<file path="src/rtl/gs_stream_pkg.sv">
`default_nettype none
// ============================================================================
//  Module      : gs_stream_pkg
//  Description : Shared definitions for the GS raw-signal host stream path:
//                FSM state encoding, default widths and the byte-swap helper.
//  Revision    : 1.0 - initial release
// ============================================================================
package gs_stream_pkg;

    localparam int GS_DATA_W = 16;
    localparam int GS_ADDR_W = 8;

    typedef enum logic [1:0] {
        ST_IDLE   = 2'd0,
        ST_STREAM = 2'd1,
        ST_DONE   = 2'd2
    } gs_state_e;

    // Host expects the opposite byte order of the producer's 16-bit samples.
    function automatic logic [GS_DATA_W-1:0] gs_swap_bytes(input logic [GS_DATA_W-1:0] d);
        return {d[7:0], d[15:8]};
    endfunction

endpackage
`default_nettype wire

</file>
<file path="src/rtl/gs_sync_fifo.sv">
`default_nettype none
// ============================================================================
//  Module      : gs_sync_fifo
//  Description : Single-clock FIFO, 2**ADDR_W words, registered read data.
//                Ports: clk/rst (async active-high), i_flush (sync clear),
//                i_wr_en/i_din write side, i_rd_en/o_dout read side,
//                o_full, o_empty (registered), o_count (occupancy).
//  Revision    : 1.0 - initial release
// ============================================================================
module gs_sync_fifo #(
    parameter int DATA_W = 16,
    parameter int ADDR_W = 8
) (
    input  logic              clk,
    input  logic              rst,
    input  logic              i_flush,
    input  logic              i_wr_en,
    input  logic [DATA_W-1:0] i_din,
    input  logic              i_rd_en,
    output logic [DATA_W-1:0] o_dout,
    output logic              o_full,
    output logic              o_empty,
    output logic [ADDR_W:0]   o_count
);

    localparam logic [ADDR_W:0] c_depth = (ADDR_W+1)'(1) << ADDR_W;

    logic [DATA_W-1:0] mem [2**ADDR_W];

    logic [ADDR_W-1:0] wr_ptr_q, wr_ptr_d;
    logic [ADDR_W-1:0] rd_ptr_q, rd_ptr_d;
    logic [ADDR_W:0]   count_q,  count_d;
    logic [DATA_W-1:0] dout_q,   dout_d;
    logic              empty_q,  empty_d;

    logic w_wr;
    logic w_rd;

    // A write at full is refused even if a read frees a slot this cycle.
    assign w_wr = i_wr_en & ~o_full & ~i_flush;
    assign w_rd = i_rd_en & ~empty_q & ~i_flush;

    always_comb begin
        wr_ptr_d = wr_ptr_q;
        rd_ptr_d = rd_ptr_q;
        count_d  = count_q;
        dout_d   = dout_q;
        if (i_flush) begin
            wr_ptr_d = '0;
            rd_ptr_d = '0;
            count_d  = '0;
        end else begin
            if (w_wr) begin
                wr_ptr_d = wr_ptr_q + 1'b1;
            end
            if (w_rd) begin
                rd_ptr_d = rd_ptr_q + 1'b1;
                dout_d   = mem[rd_ptr_q];
            end
            count_d = count_q + {{ADDR_W{1'b0}}, w_wr} - {{ADDR_W{1'b0}}, w_rd};
        end
        // Empty flag tracks the post-update occupancy so it is glitch-free.
        empty_d = (count_d == '0);
    end

    always_ff @(posedge clk or posedge rst) begin
        if (rst) begin
            wr_ptr_q <= '0;
            rd_ptr_q <= '0;
            count_q  <= '0;
            dout_q   <= '0;
            empty_q  <= 1'b1;
        end else begin
            wr_ptr_q <= wr_ptr_d;
            rd_ptr_q <= rd_ptr_d;
            count_q  <= count_d;
            dout_q   <= dout_d;
            empty_q  <= empty_d;
        end
    end

    always_ff @(posedge clk) begin
        if (w_wr) begin
            mem[wr_ptr_q] <= i_din;
        end
    end

    assign o_dout  = dout_q;
    assign o_full  = (count_q == c_depth);
    assign o_empty = empty_q;
    assign o_count = count_q;

endmodule
`default_nettype wire

</file>
<file path="src/rtl/gs_host_stream_tx.sv">
`default_nettype none
// ============================================================================
//  Module      : gs_host_stream_tx
//  Description : FPGA-to-host transmitter for the GS raw-signal path. Buffers
//                producer samples and presents them on the Xillybus read port,
//                raising EOF once a programmed-length frame has been read.
//                Ports: iClk/iReset; iFrameStart/iFrameLen frame arm;
//                iWrEn/iData/oFull/oOverflow producer side; oBusy status;
//                iRden/oEmpty/oData/oEof/iOpen Xillybus read side.
//  Revision    : 1.0 - initial release
// ============================================================================
module gs_host_stream_tx
    import gs_stream_pkg::*;
#(
    parameter int DATA_W     = GS_DATA_W,
    parameter int ADDR_W     = GS_ADDR_W,
    parameter bit SWAP_BYTES = 1'b1
) (
    input  logic              iClk,
    input  logic              iReset,
    input  logic              iFrameStart,
    input  logic [ADDR_W:0]   iFrameLen,
    input  logic              iWrEn,
    input  logic [DATA_W-1:0] iData,
    output logic              oFull,
    output logic              oBusy,
    output logic              oOverflow,
    input  logic              iRden,
    output logic              oEmpty,
    output logic [DATA_W-1:0] oData,
    output logic              oEof,
    input  logic              iOpen
);

    gs_state_e       state_q,     state_d;
    logic [ADDR_W:0] frame_len_q, frame_len_d;
    logic [ADDR_W:0] wr_cnt_q,    wr_cnt_d;
    logic [ADDR_W:0] rd_cnt_q,    rd_cnt_d;
    logic            overflow_q,  overflow_d;
    logic            eof_q,       eof_d;

    logic              w_flush;
    logic              w_wr_acc;
    logic              w_rd_acc;
    logic              w_fifo_full;
    logic              w_fifo_empty;
    logic [ADDR_W:0]   w_fifo_count;
    logic [ADDR_W:0]   w_occ_next;
    logic [DATA_W-1:0] w_fifo_dout;

    gs_sync_fifo #(
        .DATA_W (DATA_W),
        .ADDR_W (ADDR_W)
    ) u_fifo (
        .clk     (iClk),
        .rst     (iReset),
        .i_flush (w_flush),
        .i_wr_en (w_wr_acc),
        .i_din   (iData),
        .i_rd_en (w_rd_acc),
        .o_dout  (w_fifo_dout),
        .o_full  (w_fifo_full),
        .o_empty (w_fifo_empty),
        .o_count (w_fifo_count)
    );

    assign w_occ_next = w_fifo_count + {{ADDR_W{1'b0}}, w_wr_acc} - {{ADDR_W{1'b0}}, w_rd_acc};

    always_comb begin
        state_d     = state_q;
        frame_len_d = frame_len_q;
        wr_cnt_d    = wr_cnt_q;
        rd_cnt_d    = rd_cnt_q;
        overflow_d  = overflow_q;
        w_flush     = 1'b0;
        w_wr_acc    = 1'b0;
        w_rd_acc    = 1'b0;

        case (state_q)
            ST_IDLE: begin
                if (iFrameStart && iOpen) begin
                    frame_len_d = iFrameLen;
                    wr_cnt_d    = '0;
                    rd_cnt_d    = '0;
                    overflow_d  = 1'b0;
                    // An empty frame is complete as soon as it is armed.
                    state_d     = (iFrameLen == '0) ? ST_DONE : ST_STREAM;
                end else if (iWrEn) begin
                    overflow_d = 1'b1;
                end
            end
            ST_STREAM: begin
                if (!iOpen) begin
                    // Host closed mid-frame: discard everything buffered.
                    w_flush  = 1'b1;
                    wr_cnt_d = '0;
                    rd_cnt_d = '0;
                    state_d  = ST_IDLE;
                    if (iWrEn) begin
                        overflow_d = 1'b1;
                    end
                end else begin
                    w_wr_acc = iWrEn & ~w_fifo_full & (wr_cnt_q < frame_len_q);
                    w_rd_acc = iRden & ~w_fifo_empty;
                    if (iWrEn && !w_wr_acc) begin
                        overflow_d = 1'b1;
                    end
                    wr_cnt_d = wr_cnt_q + {{ADDR_W{1'b0}}, w_wr_acc};
                    rd_cnt_d = rd_cnt_q + {{ADDR_W{1'b0}}, w_rd_acc};
                    // Look ahead so EOF and the final empty appear together.
                    if ((rd_cnt_d == frame_len_q) && (w_occ_next == '0)) begin
                        state_d = ST_DONE;
                    end
                end
            end
            ST_DONE: begin
                if (iWrEn) begin
                    overflow_d = 1'b1;
                end
                if (!iOpen) begin
                    state_d = ST_IDLE;
                end
            end
            default: begin
                state_d = ST_IDLE;
            end
        endcase

        eof_d = (state_d == ST_DONE);
    end

    always_ff @(posedge iClk or posedge iReset) begin
        if (iReset) begin
            state_q     <= ST_IDLE;
            frame_len_q <= '0;
            wr_cnt_q    <= '0;
            rd_cnt_q    <= '0;
            overflow_q  <= 1'b0;
            eof_q       <= 1'b0;
        end else begin
            state_q     <= state_d;
            frame_len_q <= frame_len_d;
            wr_cnt_q    <= wr_cnt_d;
            rd_cnt_q    <= rd_cnt_d;
            overflow_q  <= overflow_d;
            eof_q       <= eof_d;
        end
    end

    generate
        if (SWAP_BYTES && (DATA_W == 16)) begin : g_swap
            assign oData = gs_swap_bytes(w_fifo_dout);
        end else begin : g_pass
            assign oData = w_fifo_dout;
        end
    endgenerate

    assign oFull     = w_fifo_full | ((state_q == ST_STREAM) && (wr_cnt_q == frame_len_q));
    assign oBusy     = (state_q != ST_IDLE);
    assign oOverflow = overflow_q;
    assign oEmpty    = w_fifo_empty;
    assign oEof      = eof_q;

endmodule
`default_nettype wire
</file>
<file path="config.mk">
export PLATFORM = sky130hd
export DESIGN_NAME = gs_host_stream_tx
export DESIGN_NICKNAME = d
export VERILOG_FILES = /design/src/rtl/gs_stream_pkg.sv /design/src/rtl/gs_sync_fifo.sv /design/src/rtl/gs_host_stream_tx.sv
export SDC_FILE = /design/constraint.sdc
export NUM_CORES = 2
export LEC_CHECK = 0
export BUFFER_PORTS_ARGS = -buffer_cell sky130_fd_sc_hd__buf_4
export CAP_MARGIN = 15
export CORE_UTILIZATION = 30
export DETAILED_ROUTE_END_ITERATION = 8
export PLACE_DENSITY = 0.41
export SYNTH_ARGS = -nofsm -noshare
export SYNTH_HDL_FRONTEND = slang
export SYNTH_SLANG_ARGS = --single-unit
</file>
<file path="constraint.sdc">
create_clock -name iClk -period 13.47 [get_ports iClk]
set_input_delay 0.6735 -clock iClk [delete_from_list [all_inputs] [get_ports iClk]]
set_output_delay 0.6735 -clock iClk [all_outputs]
set_load 0.05 [all_outputs]
</file>
# Yosys cells after proc, flatten, opt, wreduce, memory -nomap -nowiden
# Memories as Yosys holds them, arrays and structs flattened. A register that Yosys moved wholly into a read port is not among the register bits.
# Index checks and enable logic that the tools add are counted.
[totals]
ff_bits = 57
mem_bits_rw = 4096
input_bits = 31
output_inout_bits = 21
wordCells = 86
memories = 1
[mem_list]
columns = ["memory", "words", "word_bits", "rd", "rd_ports_with_merged_regs", "wr", "line_no", "source"]
rows = [
  ["u_fifo.mem", 256, 16, 1, 1, 1, "gs_sync_fifo.sv:28", "logic [DATA_W-1:0] mem [2**ADDR_W];"],
]
[classes]
add_sub_neg = 8
n_lt_le_gt_ge = 1
n_eq_ne = 8
n_mux = 29
n_bitwise = 11
n_reduce_logical = 18
[ops]
columns = ["cell", "n"]
rows = [
  ["$add A9 B1 Y9", 4],
  ["$mux W9", 4],
  ["$pmux W9 S2", 2],
  ["$mux W8", 4],
  ["$logic_not A9 Y1", 3],
  ["$eq A9 B9 Y1", 2],
  ["$sub A9 B1 Y9", 2],
  ["$add A8 B1 Y8 const B", 2],
  ["$mux W1", 12],
  ["$mux W2", 5],
  ["$eq A9 B9 Y1 const B", 1],
  ["$lt A9 B9 Y1", 1],
  ["$reduce_and A2 Y1", 4],
  ["$reduce_bool A2 Y1", 4],
  ["$and A1 B1 Y1", 7],
  ["$pmux W2 S3", 1],
  ["$eq A2 B2 Y1 const B", 2],
  ["$logic_and A1 B1 Y1", 4],
  ["$ne A3 B3 Y1 const B", 1],
  ["$not A1 Y1", 3],
  ["$pmux W1 S3", 1],
  ["$reduce_bool A3 Y1", 1],
  ["$eq A2 B1 Y1 const B", 1],
  ["$logic_not A2 Y1", 1],
  ["other kinds (3)", 3],
]

# Logic depth before layout (Yosys ltp)
[logic_depth]
depth_word = 14
ltp_mapped = 23

# By module
# From an unflattened synthesis, not the netlist that was laid out.
[hier_totals]
hier_cells = 7383
hier_area_um2 = 162011.6
[modules_own_cells]
columns = ["mod", "instances", "cells_each", "area_per_inst_um2", "seq_area_each_um2"]
rows = [
  ["gs_sync_fifo", 1, 7082, 159465.4, 124050.2],
  ["gs_host_stream_tx", 1, 301, 2546.2, 775.7],
]

# Worst setup path before layout
# OpenSTA, ideal clock, no wires.
[synth_timing]
kind = "register -> register"
startpoint = "register frame_len_q[1]"
endpoint = "register eof_q (netlist: oEof)"
setup_ns = 0.125
arrival_ns = 4.501
required_ns = 13.345
slack_ns = 8.844
stages_incl_launch_ff = 24
n_path_buf = 2
path_cell_list = "dfrtp_1 > inv_1 > ha_1 > nor2b_1 > o21a_1 > o21a_1 > o21ai_0 > a221oi_1 > nor3_2 > inv_1 > clkbuf_1 > buf_1 > ha_1 > inv_1 > ha_1 > fa_1 > a21oi_1 > o21bai_1 > a21oi_1 > o21bai_1 > xor2_1 > nor4_1 > nor2_1 > a2111oi_0"
[synth_between]
elab_chain_cells = 12
word_cells_on_any_way = 13
[synth_lines]
columns = ["element", "line_no", "source"]
rows = [
  ["start, declared", "gs_host_stream_tx.sv:36", "logic [ADDR_W:0] frame_len_q, frame_len_d;"],
  ["start signal, assigned", "gs_host_stream_tx.sv:142", "frame_len_q <= frame_len_d;"],
  ["$lt A9 B9 Y1", "gs_host_stream_tx.sv:103", "w_wr_acc = iWrEn & ~w_fifo_full & (wr_cnt_q < frame_len_q);"],
  ["$and A1 B1 Y1", "gs_host_stream_tx.sv:103", ""],
  ["$mux W1", "gs_host_stream_tx.sv:93", "if (!iOpen) begin"],
  ["$mux W1", "gs_host_stream_tx.sv:79", "case (state_q)"],
  ["$add A9 B1 Y9", "gs_host_stream_tx.sv:67", "assign w_occ_next = w_fifo_count + {{ADDR_W{1'b0}}, w_wr_acc} - {{ADDR_W{1'b0}}, w_rd_acc};"],
  ["$sub A9 B1 Y9", "gs_host_stream_tx.sv:67", ""],
  ["$logic_not A9 Y1", "gs_host_stream_tx.sv:111", "if ((rd_cnt_d == frame_len_q) && (w_occ_next == '0)) begin"],
  ["$logic_and A1 B1 Y1 *", "gs_host_stream_tx.sv:111", ""],
  ["$mux W2 *", "gs_host_stream_tx.sv:111", ""],
  ["$mux W2 *", "gs_host_stream_tx.sv:93", ""],
  ["$pmux W2 S3 *", "gs_host_stream_tx.sv:79", ""],
  ["$eq A2 B2 Y1 *", "gs_host_stream_tx.sv:129", "eof_d = (state_d == ST_DONE);"],
  ["named net eof_d", "gs_host_stream_tx.sv:40", "logic eof_q, eof_d;"],
  ["end signal, assigned", "gs_host_stream_tx.sv:146", "eof_q <= eof_d;"],
  ["end, declared", "gs_host_stream_tx.sv:40", ""],
]
# The timed path passes the listed nets; every way through them passes the cells marked *.
# A chain may end at the register's enable or synchronous reset.

==> impl_metrics.env <==
export IMPL_run_status="completed"
export IMPL_grt_usage_pct=19.5
export IMPL_cp_top_family="buffers and inverters"
export IMPL_first_global_vias=82109
export IMPL_max_stage_delay_ns=0.95
export IMPL_clk_latency_ns=1.04
export IMPL_dr_first_iter_drc_count=8595
export IMPL_grt_pass1_wl_um=728000
export IMPL_clk_path_buf_depth=4
export IMPL_start_util_pct=30.1
export IMPL_cts_resized=0
export IMPL_nNetsFinal=8076
export IMPL_firstDrtPassIters=5
export IMPL_clock_skew_ns=0.0867
export IMPL_synth_edff_count=4096
export IMPL_wl_um=537000
export IMPL_numCtsBuffers=452
export IMPL_coreArea_mm2=0.537
export IMPL_finalMaxSlewViolations=0
export IMPL_layoutNonFillerInstCount=15589
export IMPL_power_density_mw_per_mm2=183
export IMPL_ctsRootBufferMaster="clkbuf_16"
export IMPL_synth_nets=7542
export IMPL_cts_tree="built"
export IMPL_core_rowCount=269
export IMPL_synth_top_area_share_pct=76.0
export IMPL_layout_drive_gt1_share_pct=28.7
export IMPL_worstPathArrival_ns=7.01
export IMPL_post_route_period_util_pct=45.4
export IMPL_worstPathMaxFanout=63
export IMPL_ys_ff_latch=4169
export IMPL_syn_cell_area_mm2=0.162
export IMPL_holdCritStartpoint="iData[4]"
export IMPL_synth_common_cells="4096 x edfxtp_1, 946 x mux4_2, 385 x mux2i_1"
export IMPL_cts_sinks=4169
export IMPL_clk_pin_slew_ns=0.06
export IMPL_cp_depth=10
export IMPL_async_flop_share_pct=1.75
export IMPL_r2r_cells=10
export IMPL_peakVddDrop_mv=0.181
export IMPL_cp_num_buf_inv=3
export IMPL_rr_startpoint="u_fifo.rd_ptr_q[0]$_DFFE_PP0P_"
export IMPL_antenna_found_initial=50
export IMPL_grt_max_degree=158
export IMPL_vias_per_cell=5.18
export IMPL_max_freq_mhz=163
export IMPL_ant_nets=0
export IMPL_cp_start_kind="register"
export IMPL_maxCapViolations=0
export IMPL_dp_final_hpwl_um=321000
export IMPL_syn_inst=7471
export IMPL_setup_tns_ns=0
export IMPL_r2r_setup_slack_ns=7.35
export IMPL_yosys_warnings=0
export IMPL_area_growth_pct=16.3
export IMPL_cts_max_level=5
export IMPL_rsz0062_at_grt="false"
export IMPL_syn_avg_cell_area_um2=21.7
export IMPL_crit_slowest_cell="dfrtp_4"
export IMPL_drcViolationCount=0
export IMPL_die_area_mm2=0.543
export IMPL_ys_types=73
export IMPL_overflow=0
export IMPL_setup_viol=0
export IMPL_critPathCaptureType="register"
export IMPL_period_minus_slack_ns=6.12
export IMPL_timing_critical_path_mode_cell="buf_4"
export IMPL_hp_class="input port to register"
export IMPL_crit_required_ns=14.35
export IMPL_crit_type="register to register"
export IMPL_worstSetupStartpoint="u_fifo.rd_ptr_q[0]$_DFFE_PP0P_"
export IMPL_synth_ff_type="edfxtp_1"
export IMPL_die_width_um=737
export IMPL_yosys_area_top_type="edfxtp_1"
export IMPL_p_leak_nw=56.7
export IMPL_vias=80719
export IMPL_globalplace_congestion=0.791
export IMPL_io_buffers=51
export IMPL_wire_per_inst_um=34.5
export IMPL_numPlacedInstances=14716
export IMPL_synthTopCellsByArea="edfxtp_1 76%, mux4_2 13%, mux2i_1 2.4%"
export IMPL_worst_pin_slew_ns=1.42
export IMPL_relSlewSlack_pct=5.34
export IMPL_yosysMostFrequentCell="edfxtp_1"
export IMPL_crit_chain="buf_4 > buf_12 > buf_4 > mux4_2 > mux2i_1 > o211ai_1 > nor3_1 > o21ai_0 > a21oi_1 > o31ai_1"
export IMPL_boundaryPins=52
export IMPL_holdPathStages=1
export IMPL_hold_viol_final=0
export IMPL_ys_seq_area_share_pct=77.1
export IMPL_die_h_um=737
[logic make-up after synthesis]
| family | after synthesis | synth area share, % |
|---|---|---|
| AOI/OAI and AO/OA | 651 | 2.75 |
| xor gates and xnor gates | 36 | 0.220 |
| adders and majority gates | 40 | 0.318 |
| buffers and inverters | 472 | 1.54 |
| DFF | 4169 | 77.1 |
| muxes | 1396 | 16.1 |
| and+or+nand+nor | 707 | 1.94 |
[state kept, by name (all words and copies together), names as in the netlist]
signal	count
frame_len_q	9
oOverflow	1
u_fifo.rd_ptr_q	8
u_fifo.o_empty	1
wr_cnt_q	9
rd_cnt_q	9
u_fifo.mem	4096
u_fifo.o_count	9
state_q	2
u_fifo.o_dout	16
u_fifo.wr_ptr_q	8
oEof	1
[layout by cell type, fill, tap and decap left out, types with 104 or more instances in the layout]
| cell | n |
|---|---|
| mux2i_1 | 385 |
| a21oi_1 | 137 |
| clkbuf_1 | 104 |
| edfxtp_1 | 4096 |
| nand2_1 | 117 |
| clkinv_1 | 118 |
| buf_4 | 455 |
| mux4_2 | 946 |
| nor2_2 | 200 |
| clkbuf_16 | 460 |
[per-stage QoR]
| stage | worst slack [ns] | hold WS (ns) | instance area (um2) | utilization (%) | power (mW) |
|---|---|---|---|---|---|
| after global placement | 7.35 | 0.459 | 173000 | 32.3 | 22.6 |
| after detailed placement | 7.43 | 0.467 | 174000 | 32.3 | 22.6 |
| after CTS | 7.41 | 0.0184 | 188000 | 35.0 | 34.9 |
| final | 7.35 | 0.0938 | 188000 | 35.1 | 34.5 |
| after global routing | 7.11 | 0.0715 | 188000 | 35.1 | 35.6 |
| after floorplan | 8.84 | 0.445 | 162000 | - | 19.7 |
[timing repair]
item / in CTS / in global routing
buffers inserted: 0 / 0
hold buffers: 14 / 0
hold endpoints to repair: 81 / 0
[routing by layer]
layer	vias up	share of wire [%]	wire length [um]	track usage [%]
met3	620	5.7	30400	3.03
met4	10	2.7	14700	4.91
met1	44842	45	241000	27.9
li1	32569	-	-	-
met2	2678	47	251000	31.0
met5	-	0.012	62	0
[cell type report]
type,instances,area (um2)
Fill cell,49954,349000
Clock inverter,271,2530
Sequential cell,4169,125000
Timing Repair Buffer,512,4300
Clock buffer,569,12000
Inverter,40,151
Multi-Input combinational cell,2830,35500
Tap cell,7181,8980
Antenna cell,17,42.5
[worst register-to-register path, delay by kind of cell (launching register included)]
| kind | cells | cell delay [ns] |
|---|---|---|
| AO/OA/AOI/OAI | 4 | 1.28 |
| multiplexers | 2 | 1.07 |
| AND/OR/NAND/NOR | 1 | 0.91 |
| flip-flops | 1 | 0.95 |
| buffers and inverters | 3 | 1.76 |
[worst paths after layout]
| path | endpoint |
|---|---|
| setup / recovery | u_fifo.o_dout[6]$_DFFE_PP0P_ |
| hold / removal | u_fifo.mem[169][4]$_DFFE_PP_ |
| setup reg to reg | u_fifo.o_dout[6]$_DFFE_PP0P_ |
| hold reg to reg | rd_cnt_q[0]$_DFFE_PP0P_ |
| max in group asynchronous | u_fifo.rd_ptr_q[1]$_DFFE_PP0P_ |
| min in group asynchronous | oOverflow$_DFFE_PP0P_ |
[where the power goes]
group	leakage [nW]	switching, mW	internal, mW
Combinational	11.9	4.51	3.20
Clock	7.07	5.24	7.01
Sequential	37.7	0.186	14.3
Total	56.7	9.93	24.5
(Power assumes the default switching activity.)
